===== config.mk =====
export PLATFORM = sky130hd
export DESIGN_NAME = wb_arbiter_flat
export DESIGN_NICKNAME = d
export VERILOG_FILES = /design/src/rtl/wb_arbiter_pkg.sv /design/src/rtl/wb_arbiter_if.sv /design/src/rtl/wb_starve_cnt.sv /design/src/rtl/wb_arbiter.sv /design/src/flat_wrapper.sv
export SDC_FILE = /design/constraint.sdc
export NUM_CORES = 1
export LEC_CHECK = 0
export CORE_MARGIN = 5
export CORE_UTILIZATION = 33
export CTS_BUF_LIST = sky130_fd_sc_hd__clkbuf_8
export DETAILED_ROUTE_END_ITERATION = 8
export HOLD_SLACK_MARGIN = 0.08
export PLACE_DENSITY = 0.9
export SKIP_CTS_REPAIR_TIMING = 1
export SYNTH_ARGS = -nofsm -noshare
export SYNTH_HDL_FRONTEND = slang
export SYNTH_SLANG_ARGS = --single-unit

===== constraint.sdc =====
create_clock -name clk -period 2.06 [get_ports clk]
set_input_delay 0.309 -clock clk [delete_from_list [all_inputs] [get_ports clk]]
set_output_delay 0.309 -clock clk [all_outputs]
set_load 0.05 [all_outputs]

===== src/rtl/wb_arbiter_pkg.sv =====
// wb_arbiter_pkg
// Shared types and constants for the writeback-port arbiter:
//   BUS_RIDX / BUS_64      register-index and write-data widths
//   STARVE_LIMIT_DEFAULT   default boost threshold for requester 1
//   CNT_W                  width of the starvation counter (limit range 1..15)
//   arb_state_e            tie-break priority state (PRI0 / PRI1)
//   wb_beat_t              one registered write-port beat
//   make_beat()            builds a beat and applies the x0 rule
package wb_arbiter_pkg;

  localparam int unsigned BUS_RIDX             = 5;
  localparam int unsigned BUS_64               = 64;
  localparam int unsigned STARVE_LIMIT_DEFAULT = 4;
  localparam int unsigned CNT_W                = 4;

  typedef enum logic [0:0] {
    PRI0 = 1'b0,  // requester 0 wins ties
    PRI1 = 1'b1   // requester 1 wins ties
  } arb_state_e;

  typedef struct packed {
    logic                valid;
    logic                src;
    logic [BUS_RIDX-1:0] rd;
    logic                wen;
    logic [BUS_64-1:0]   wdata;
  } wb_beat_t;

  // A beat targeting x0 is still consumed and reported valid, but must
  // never write: enable and data are forced to zero.
  function automatic wb_beat_t make_beat(
    input logic                src,
    input logic [BUS_RIDX-1:0] rd,
    input logic                wen,
    input logic [BUS_64-1:0]   wdata
  );
    wb_beat_t b;
    b.valid = 1'b1;
    b.src   = src;
    b.rd    = rd;
    if (rd == {BUS_RIDX{1'b0}}) begin
      b.wen   = 1'b0;
      b.wdata = {BUS_64{1'b0}};
    end else begin
      b.wen   = wen;
      b.wdata = wdata;
    end
    return b;
  endfunction

endpackage


===== src/rtl/wb_arbiter_if.sv =====
// wb_arbiter_if
// Bundles the two writeback requesters and the regfile write port.
//   i_req0_*  requester 0 (pipeline writeback): valid + rd/rd_wen/rd_wdata
//   o_req0_ready  requester 0 consumed this cycle
//   i_req1_*  requester 1 (mul/div writeback): valid + rd/rd_wen/rd_wdata
//   o_req1_ready  requester 1 consumed this cycle
//   o_rd/o_rd_wen/o_rd_wdata/o_valid/o_src  registered write port
// Modports: master = requester/consumer side, slave = arbiter side.
interface wb_arbiter_if;
  import wb_arbiter_pkg::*;

  logic                i_req0_valid;
  logic [BUS_RIDX-1:0] i_req0_rd;
  logic                i_req0_rd_wen;
  logic [BUS_64-1:0]   i_req0_rd_wdata;
  logic                o_req0_ready;

  logic                i_req1_valid;
  logic [BUS_RIDX-1:0] i_req1_rd;
  logic                i_req1_rd_wen;
  logic [BUS_64-1:0]   i_req1_rd_wdata;
  logic                o_req1_ready;

  logic [BUS_RIDX-1:0] o_rd;
  logic                o_rd_wen;
  logic [BUS_64-1:0]   o_rd_wdata;
  logic                o_valid;
  logic                o_src;

  modport master (
    output i_req0_valid, i_req0_rd, i_req0_rd_wen, i_req0_rd_wdata,
    output i_req1_valid, i_req1_rd, i_req1_rd_wen, i_req1_rd_wdata,
    input  o_req0_ready, o_req1_ready,
    input  o_rd, o_rd_wen, o_rd_wdata, o_valid, o_src
  );

  modport slave (
    input  i_req0_valid, i_req0_rd, i_req0_rd_wen, i_req0_rd_wdata,
    input  i_req1_valid, i_req1_rd, i_req1_rd_wen, i_req1_rd_wdata,
    output o_req0_ready, o_req1_ready,
    output o_rd, o_rd_wen, o_rd_wdata, o_valid, o_src
  );

endinterface


===== src/rtl/wb_starve_cnt.sv =====
// wb_starve_cnt
// Saturating counter of consecutive cycles requester 1 was refused.
//   clk, rst  clock, synchronous active-high reset
//   i_inc     requester 1 waited this cycle
//   i_clr     requester 1 was granted this cycle (wins over i_inc)
//   o_hit     the count lands on LIMIT at the coming edge
module wb_starve_cnt
  import wb_arbiter_pkg::*;
#(
  parameter int unsigned LIMIT = STARVE_LIMIT_DEFAULT
) (
  input  logic clk,
  input  logic rst,
  input  logic i_inc,
  input  logic i_clr,
  output logic o_hit
);

  localparam logic [CNT_W-1:0] LIMIT_C = CNT_W'(LIMIT);

  logic [CNT_W-1:0] cnt_r;
  logic [CNT_W-1:0] cnt_next_s;

  // next count: clear on grant, saturating increment on a refused request
  always_comb begin
    cnt_next_s = cnt_r;
    if (i_clr) begin
      cnt_next_s = {CNT_W{1'b0}};
    end else if (i_inc && (cnt_r < LIMIT_C)) begin
      cnt_next_s = cnt_r + CNT_W'(1);
    end else begin
      cnt_next_s = cnt_r;
    end
  end

  // count register
  always_ff @(posedge clk) begin
    if (rst) begin
      cnt_r <= {CNT_W{1'b0}};
    end else begin
      cnt_r <= cnt_next_s;
    end
  end

  // Flag only the transition onto the limit so the FSM boosts exactly once
  // per starvation episode.
  assign o_hit = (cnt_next_s == LIMIT_C) && (cnt_r != LIMIT_C);

endmodule


===== src/rtl/wb_arbiter.sv =====
// wb_arbiter
// Two-requester arbiter for the register-file write port. Requester 0 wins
// ties until requester 1 has been refused STARVE_LIMIT cycles in a row; the
// tie-break then flips to requester 1 until it is granted once.
//   clk, rst  clock, synchronous active-high reset
//   i_ena     arbitration enable (0: no grants, write port cleared)
//   bus       wb_arbiter_if.slave: requester handshakes + registered port
module wb_arbiter
  import wb_arbiter_pkg::*;
#(
  parameter int unsigned STARVE_LIMIT = STARVE_LIMIT_DEFAULT
) (
  input  logic         clk,
  input  logic         rst,
  input  logic         i_ena,
  wb_arbiter_if.slave  bus
);

  arb_state_e state_r;
  arb_state_e state_next_s;
  logic       grant0_s;
  logic       grant1_s;
  logic       cnt_inc_s;
  logic       cnt_hit_s;
  wb_beat_t   beat_next_s;
  wb_beat_t   beat_r;

  // grant decision from current valids and registered tie-break state only
  always_comb begin
    grant0_s = 1'b0;
    grant1_s = 1'b0;
    if (rst || !i_ena) begin
      grant0_s = 1'b0;
      grant1_s = 1'b0;
    end else if (bus.i_req0_valid && bus.i_req1_valid) begin
      if (state_r == PRI1) begin
        grant1_s = 1'b1;
      end else begin
        grant0_s = 1'b1;
      end
    end else if (bus.i_req0_valid) begin
      grant0_s = 1'b1;
    end else if (bus.i_req1_valid) begin
      grant1_s = 1'b1;
    end else begin
      grant0_s = 1'b0;
      grant1_s = 1'b0;
    end
  end

  assign cnt_inc_s = !rst && i_ena && bus.i_req1_valid && !grant1_s;

  wb_starve_cnt #(
    .LIMIT (STARVE_LIMIT)
  ) u_cnt (
    .clk   (clk),
    .rst   (rst),
    .i_inc (cnt_inc_s),
    .i_clr (grant1_s),
    .o_hit (cnt_hit_s)
  );

  // tie-break FSM next state; with i_ena=0 neither input moves it
  always_comb begin
    state_next_s = state_r;
    case (state_r)
      PRI0: begin
        if (cnt_hit_s) begin
          state_next_s = PRI1;
        end else begin
          state_next_s = PRI0;
        end
      end
      PRI1: begin
        if (grant1_s) begin
          state_next_s = PRI0;
        end else begin
          state_next_s = PRI1;
        end
      end
      default: begin
        state_next_s = PRI0;
      end
    endcase
  end

  // beat for the write port; idle cycles produce an all-zero beat
  always_comb begin
    beat_next_s = '0;
    if (grant0_s) begin
      beat_next_s = make_beat(1'b0, bus.i_req0_rd, bus.i_req0_rd_wen,
                              bus.i_req0_rd_wdata);
    end else if (grant1_s) begin
      beat_next_s = make_beat(1'b1, bus.i_req1_rd, bus.i_req1_rd_wen,
                              bus.i_req1_rd_wdata);
    end else begin
      beat_next_s = '0;
    end
  end

  // state and write-port registers
  always_ff @(posedge clk) begin
    if (rst) begin
      state_r <= PRI0;
      beat_r  <= '0;
    end else begin
      state_r <= state_next_s;
      beat_r  <= beat_next_s;
    end
  end

  assign bus.o_req0_ready = grant0_s;
  assign bus.o_req1_ready = grant1_s;
  assign bus.o_valid      = beat_r.valid;
  assign bus.o_src        = beat_r.src;
  assign bus.o_rd         = beat_r.rd;
  assign bus.o_rd_wen     = beat_r.wen;
  assign bus.o_rd_wdata   = beat_r.wdata;

endmodule

===== src/flat_wrapper.sv =====
// flat-port wrapper written by rule: the top's interface ports become plain ports
module wb_arbiter_flat import wb_arbiter_pkg::*;
#(
  parameter int unsigned STARVE_LIMIT = STARVE_LIMIT_DEFAULT
)
  (clk, rst, i_ena, bus_i_req0_valid, bus_i_req0_rd, bus_i_req0_rd_wen, bus_i_req0_rd_wdata, bus_i_req1_valid, bus_i_req1_rd, bus_i_req1_rd_wen, bus_i_req1_rd_wdata, bus_o_req0_ready, bus_o_req1_ready, bus_o_rd, bus_o_rd_wen, bus_o_rd_wdata, bus_o_valid, bus_o_src);
  wb_arbiter_if bus_i ();
  input  logic clk;
  input  logic rst;
  input  logic i_ena;
  input wire logic [$bits(bus_i.i_req0_valid)-1:0] bus_i_req0_valid;
  input wire logic [$bits(bus_i.i_req0_rd)-1:0] bus_i_req0_rd;
  input wire logic [$bits(bus_i.i_req0_rd_wen)-1:0] bus_i_req0_rd_wen;
  input wire logic [$bits(bus_i.i_req0_rd_wdata)-1:0] bus_i_req0_rd_wdata;
  input wire logic [$bits(bus_i.i_req1_valid)-1:0] bus_i_req1_valid;
  input wire logic [$bits(bus_i.i_req1_rd)-1:0] bus_i_req1_rd;
  input wire logic [$bits(bus_i.i_req1_rd_wen)-1:0] bus_i_req1_rd_wen;
  input wire logic [$bits(bus_i.i_req1_rd_wdata)-1:0] bus_i_req1_rd_wdata;
  output wire logic [$bits(bus_i.o_req0_ready)-1:0] bus_o_req0_ready;
  output wire logic [$bits(bus_i.o_req1_ready)-1:0] bus_o_req1_ready;
  output wire logic [$bits(bus_i.o_rd)-1:0] bus_o_rd;
  output wire logic [$bits(bus_i.o_rd_wen)-1:0] bus_o_rd_wen;
  output wire logic [$bits(bus_i.o_rd_wdata)-1:0] bus_o_rd_wdata;
  output wire logic [$bits(bus_i.o_valid)-1:0] bus_o_valid;
  output wire logic [$bits(bus_i.o_src)-1:0] bus_o_src;
  assign bus_i.i_req0_valid = bus_i_req0_valid;
  assign bus_i.i_req0_rd = bus_i_req0_rd;
  assign bus_i.i_req0_rd_wen = bus_i_req0_rd_wen;
  assign bus_i.i_req0_rd_wdata = bus_i_req0_rd_wdata;
  assign bus_i.i_req1_valid = bus_i_req1_valid;
  assign bus_i.i_req1_rd = bus_i_req1_rd;
  assign bus_i.i_req1_rd_wen = bus_i_req1_rd_wen;
  assign bus_i.i_req1_rd_wdata = bus_i_req1_rd_wdata;
  assign bus_o_req0_ready = bus_i.o_req0_ready;
  assign bus_o_req1_ready = bus_i.o_req1_ready;
  assign bus_o_rd = bus_i.o_rd;
  assign bus_o_rd_wen = bus_i.o_rd_wen;
  assign bus_o_rd_wdata = bus_i.o_rd_wdata;
  assign bus_o_valid = bus_i.o_valid;
  assign bus_o_src = bus_i.o_src;
  wb_arbiter #(.STARVE_LIMIT(STARVE_LIMIT)) u_core (.clk(clk), .rst(rst), .i_ena(i_ena), .bus(bus_i));
endmodule

; Yosys cells after proc, flatten, opt, wreduce, memory -nomap -nowiden
; Cells that the tools add are included.
[classes]
addsub = 1
order_cmp = 1
n_eq_ne = 2
mux = 18
bitwise = 1
reduce_logical = 13
[ops]
columns = operator, count
row1 = 72-bit two-way mux, 2
row2 = 65-bit two-way mux, 2
row3 = 1-bit two-way mux, 11
row4 = 5-bit zero test, 2
row5 = 4-bit two-way mux, 2
row6 = 1-bit logical AND, 6
row7 = "4-bit by 1-bit adder with 4-bit output, second input constant", 1
row8 = "4-bit by 3-bit == test with 1-bit output, second input constant", 1
row9 = "4-bit by 3-bit < comparator with 1-bit output, second input constant", 1
row10 = "4-bit by 3-bit != test with 1-bit output, second input constant", 1
row11 = 1-bit zero test, 3
row12 = 1-bit one-hot mux with 2 select lines, 1
row13 = 2-bit OR reduction, 1
row14 = 1-bit logical OR, 1
row15 = 1-bit NOT, 1
[totals]
register_bits = 77
in_bits = 145
output_inout_bits = 74
elab_cells = 43

; Longest topological paths before layout
[logic_depth]
word_depth = 13
mapped_depth = 7
depth_no_buf = 6

; Modules after synthesis
; A second synthesis with hierarchy kept.
[unflattened]
cells_unflattened = 204
hier_area_um2 = 2686.3
[modules_own_cells]
columns = module, n_inst, cells_per_inst, area_each_um2, seq_area_each_um2
row1 = wb_arbiter, 1, 182, 2468.6, 1461.4
row2 = wb_starve_cnt, 1, 22, 217.7, 80.1

; Worst setup path after synthesis
; No wires, ideal clock.
[synth_timing]
kind = input to register
startpoint = in rst
endpoint = reg u_core.beat_r (netlist bit u_core.bus.o_rd_wdata[0])
setup_ps = 59
arrival_time_ps = 1852
t_required_ps = 2001
path_slack_ps = 149
path_stages = 7
n_path_buf = 3
cell_sequence = clkbuf_1 > nand3b_1 > a21oi_2 > o21a_1 > buf_4 > buf_6 > a22o_1
[synth_between]
word_cells_on_any_way = 5
cone_classes = mux: 4 / reduce/logical: 1
[synth_rtl]
columns = item, line_no
row1 = from (decl), flat_wrapper.sv:9  ; input logic rst;
row2 = 1-bit logical OR, wb_arbiter.sv:32  ; if (rst || !i_ena) begin
row3 = 1-bit two-way mux, wb_arbiter.sv:32
row4 = net bus_o_req0_ready, flat_wrapper.sv:19  ; output wire logic [$bits(bus_i.o_req0_ready)-1:0] bus_o_req0_ready;
row5 = 72-bit two-way mux, wb_arbiter.sv:90  ; if (grant0_s) begin
row6 = to (signal assigned), wb_arbiter.sv:108  ; beat_r <= beat_next_s;
row7 = to (decl), wb_arbiter.sv:26  ; wb_beat_t beat_r;
; The timed path passes the listed nets, and every way through them passes these cells.
; A chain may end at the register's enable or synchronous reset.

; Worst setup path in the final report
[layout_timing]
startpoint = in bus_i_req0_valid
endpoint = out bus_o_req1_ready
[layout_between]
elab_chain_len = 3
word_cells_on_any_way = 4
cone_classes = mux: 3 / reduce/logical: 1
[layout_rtl]
columns = item, line_no
row1 = from (decl), flat_wrapper.sv:11  ; input wire logic [$bits(bus_i.i_req0_valid)-1:0] bus_i_req0_valid;
row2 = 1-bit two-way mux or 1-bit logical AND (tied branches), "wb_arbiter.sv:41, wb_arbiter.sv:35"
row3 = 1-bit two-way mux (*), wb_arbiter.sv:35  ; end else if (bus.i_req0_valid && bus.i_req1_valid) begin
row4 = 1-bit two-way mux (*), wb_arbiter.sv:32
row5 = to (decl), flat_wrapper.sv:20  ; output wire logic [$bits(bus_i.o_req1_ready)-1:0] bus_o_req1_ready;
; Mark *: on every way between the ends. The rest lies on a longest branch, timed or not.

==> metrics.md <==
| Metric | Value |
|---|---|
| # H-tree levels | `3` |
| Layer with the highest usage | `met2` |
| Sink Count | `77` |
| WHS | `0.5494 ns` |
| Clk network pwr share | `33.3%` |
| Count of input and output buffers | `218` |
| Syn nets | `345` |
| Die Ht | `98.04 microns` |
| Met2 usage | `35.08%` |
| Pleak | `1.957 nW` |
| Combinational Power Share | `21.4%` |
| Row cnt | `32` |
| Max_cap viols | `0` |
| Met1 usage | `18.51%` |
| Latest clock arrival within the worst-skew pair | `0.34 ns` |
| Switch Pwr | `0.9146 mW` |
| Number of synthesized flops with an enable pin | `0` |
| RSZ-0062 raised after global routing | `false` |
| #FFs+latches synth | `77` |
| Fin crit share | `91.32%` |
| GRT Residual Overflow | `0` |
| Non-Filler Instances | `526` |
| Ys flop type | `dfxtp_1` |
| Vias in the first global route | `2,720` |
| Residual DRC | `0` |
| Sequential Power Share | `45.3%` |
| Worst hold path class | `reg2reg` |
| # setup viols final | `0` |
| Synth warn | `0` |
| Status | `completed` |
| Area of the die | `9611 sq um` |
| Clock transition at path regs | `0.08 ns` |
| Synth area leaders | `dfxtp_1 60%, a22o_1 24%, buf_6 4.8%` |
| Distinct cells, synth | `30` |
| Post-Syn Instances | `198` |
| Crit path kind | `in2out` |
| Area Growth Syn to Fin | `97.36%` |
| Share of cells above drive strength 1 | `6.840%` |
| FILL cells | `590` |
| Die width | `98.04 microns` |
| Inserted Diodes | `0` |
| Clock skew | `0.01461 ns` |
| FMAX | `531.6 MHz` |
| Initial antenna violation count | `0` |
| Maximum VDD drop | `0.0003280 V` |
| Post-DR vias/cell | `4.755` |
| Net Sw Frac | `26.52%` |
| Yosys top cell area share | `60.27%` |
| GRT Util Overall | `18.60%` |
| Largest net degree at the start of global routing | `46` |
| Met3 Resource Use GR | `7.429%` |
| Clock root cell | `clkbuf_8` |
| Share of async-settable or async-resettable flops after synthesis | `0%` |
| Maximum clock path buffer count | `2` |
| Pint | `2.534 mW` |
| Most frequent cell after synthesis | `dfxtp_1` |
| WL per Instance | `17.42 microns` |
| PD cells | `683.2 nW/um^2` |
| Avg Cell Area, Syn | `12.92 sq um` |
| Worst Path Max Fanout | `9` |
| CTS tree | `built` |
| Relative slew slack | `63.92%` |
| Count of pins over their slew limit | `0` |
| CORE AREA | `7647 sq um` |
| Largest area contributor in the netlist | `dfxtp_1` |
| # IOs | `219` |
| Tmin final | `1.881 ns` |
| Worst Path Arrival | `1.57 ns` |
| Critical Path End Type | `output port` |
| Iter 0 DRT Violations | `46` |
| Commonest cells in the synthesized netlist | `77 x dfxtp_1, 70 x a22o_1, 11 x buf_6` |
| Initial Utilization | `33.44%` |
| Total CTS buffers | `9` |
| Post-DP HPWL | `7262 microns` |
| Mapped cell area | `2557 sq um` |
| Critical Path RT | `1.75 ns` |
| Via count | `2,501` |
| Routed wire length | `9161 microns` |
| First drt pass iteration count | `4` |
| Worst-margin pin slew | `0.5396 ns` |
| Startpoint types | `primary input` |
| Final nets | `566` |
| Seq/Total Area, Yosys | `60.27%` |
| Post-route ant nets | `0` |
| GP Congestion | `0.8467` |
| First-pass GRT wire length | `14,080 microns` |
| Post-Place Cells | `510` |
| Final hold violation count | `0` |
-- worst paths after layout --
kind | startpoint | end | slack [ns] | cells past startpoint
setup reg to reg | u_core.state_r | u_core.state_r | 0.46 | 4
hold reg to reg | u_core.u_cnt.cnt_r[3] | u_core.u_cnt.cnt_r[3] | 0.55 | 2
hold / removal | u_core.u_cnt.cnt_r[3] | u_core.u_cnt.cnt_r[3] | 0.55 | 2
setup / recovery | bus_i_req0_valid | bus_o_req1_ready | 0.18 | 5
-- logic make-up (layout without fill, tap and decap cells) --
family                     Yosys count  after routing  share of synthesized area (%)
buffers and inverters               18            244                          6.115
AOI/OAI and AO/OA                   79             79                          26.61
adders and majority gates            2              2                         0.9783
and+or+nand+nor                     22             22                          6.018
DFF                                 77             77                          60.27
-- critical path: stages --
cell	delay, ns
clkdlybuf4s50_1	0.55
nor2b_1	0.34
nor2_4	0.05
buf_4	0.17
buf_12	0.15
-- metal layers --
metal / share of wire (%) / vias to the layer above
met5: 0 / -
met3: 10 / 7
met4: 0.72 / 0
met1: 35 / 1163
met2: 53 / 135
li1: - / 1196
-- layout by cell type (no fill, tap or decap), types with 2 or more instances in the layout --
master and count:
clkdlybuf4s50_1 216, dfxtp_1 77, a22o_1 70, clkbuf_8 10, buf_12 6, inv_1 4
nor2b_1 3, nor3_1 3, nor2_1 3, buf_4 3, or4_1 2, o21a_2 2
nand3_1 2, ha_1 2, clkinvlp_4 2
-- metrics by stage --
stage	setup WS, ns	TNS [ns]	area, sq um	util [%]	power [mW]
2_1_floorplan	0.1493	0	2557	-	1.909
3_3_place_gp	0.008912	0	4847	63.38	2.321
3_5_place_dp	-0.02442	-0.2377	4847	63.38	2.336
4_1_cts	0.1693	0	5047	66.00	3.492
5_1_grt	0.1235	0	5047	66.00	3.588
6_report	0.1787	0	5047	66.00	3.448
-- power groups by stage --
stage | Sequential, mW | Clock (mW) | Combinational, mW
floorplan | 1.80 | 0 | 0.105
global placement | 1.60 | 0 | 0.726
detailed placement | 1.60 | 0 | 0.738
CTS | 1.56 | 1.19 | 0.741
global route | 1.57 | 1.25 | 0.766
finish | 1.56 | 1.15 | 0.736
-- state kept, by name, indices dropped and copies added, names as in the netlist --
name and count:
u_core.u_cnt.cnt_r 4, u_core.bus.o_src 1, u_core.state_r 1, u_core.bus.o_rd_wen 1, u_core.bus.o_rd 5, u_core.bus.o_valid 1
u_core.bus.o_rd_wdata 64
-- final cells by class --
class                           count  area, sq um  area share, %
Clock inverter                      6        62.56          1.239
Inverter                            3        11.26         0.2231
Sequential cell                    77         1541          30.54
Tap cell                          102        127.6          2.529
Timing Repair Buffer              225         2305          45.66
Clock buffer                       10        137.6          2.727
Multi-Input combinational cell    103        862.1          17.08
(Power assumes the default switching activity.)
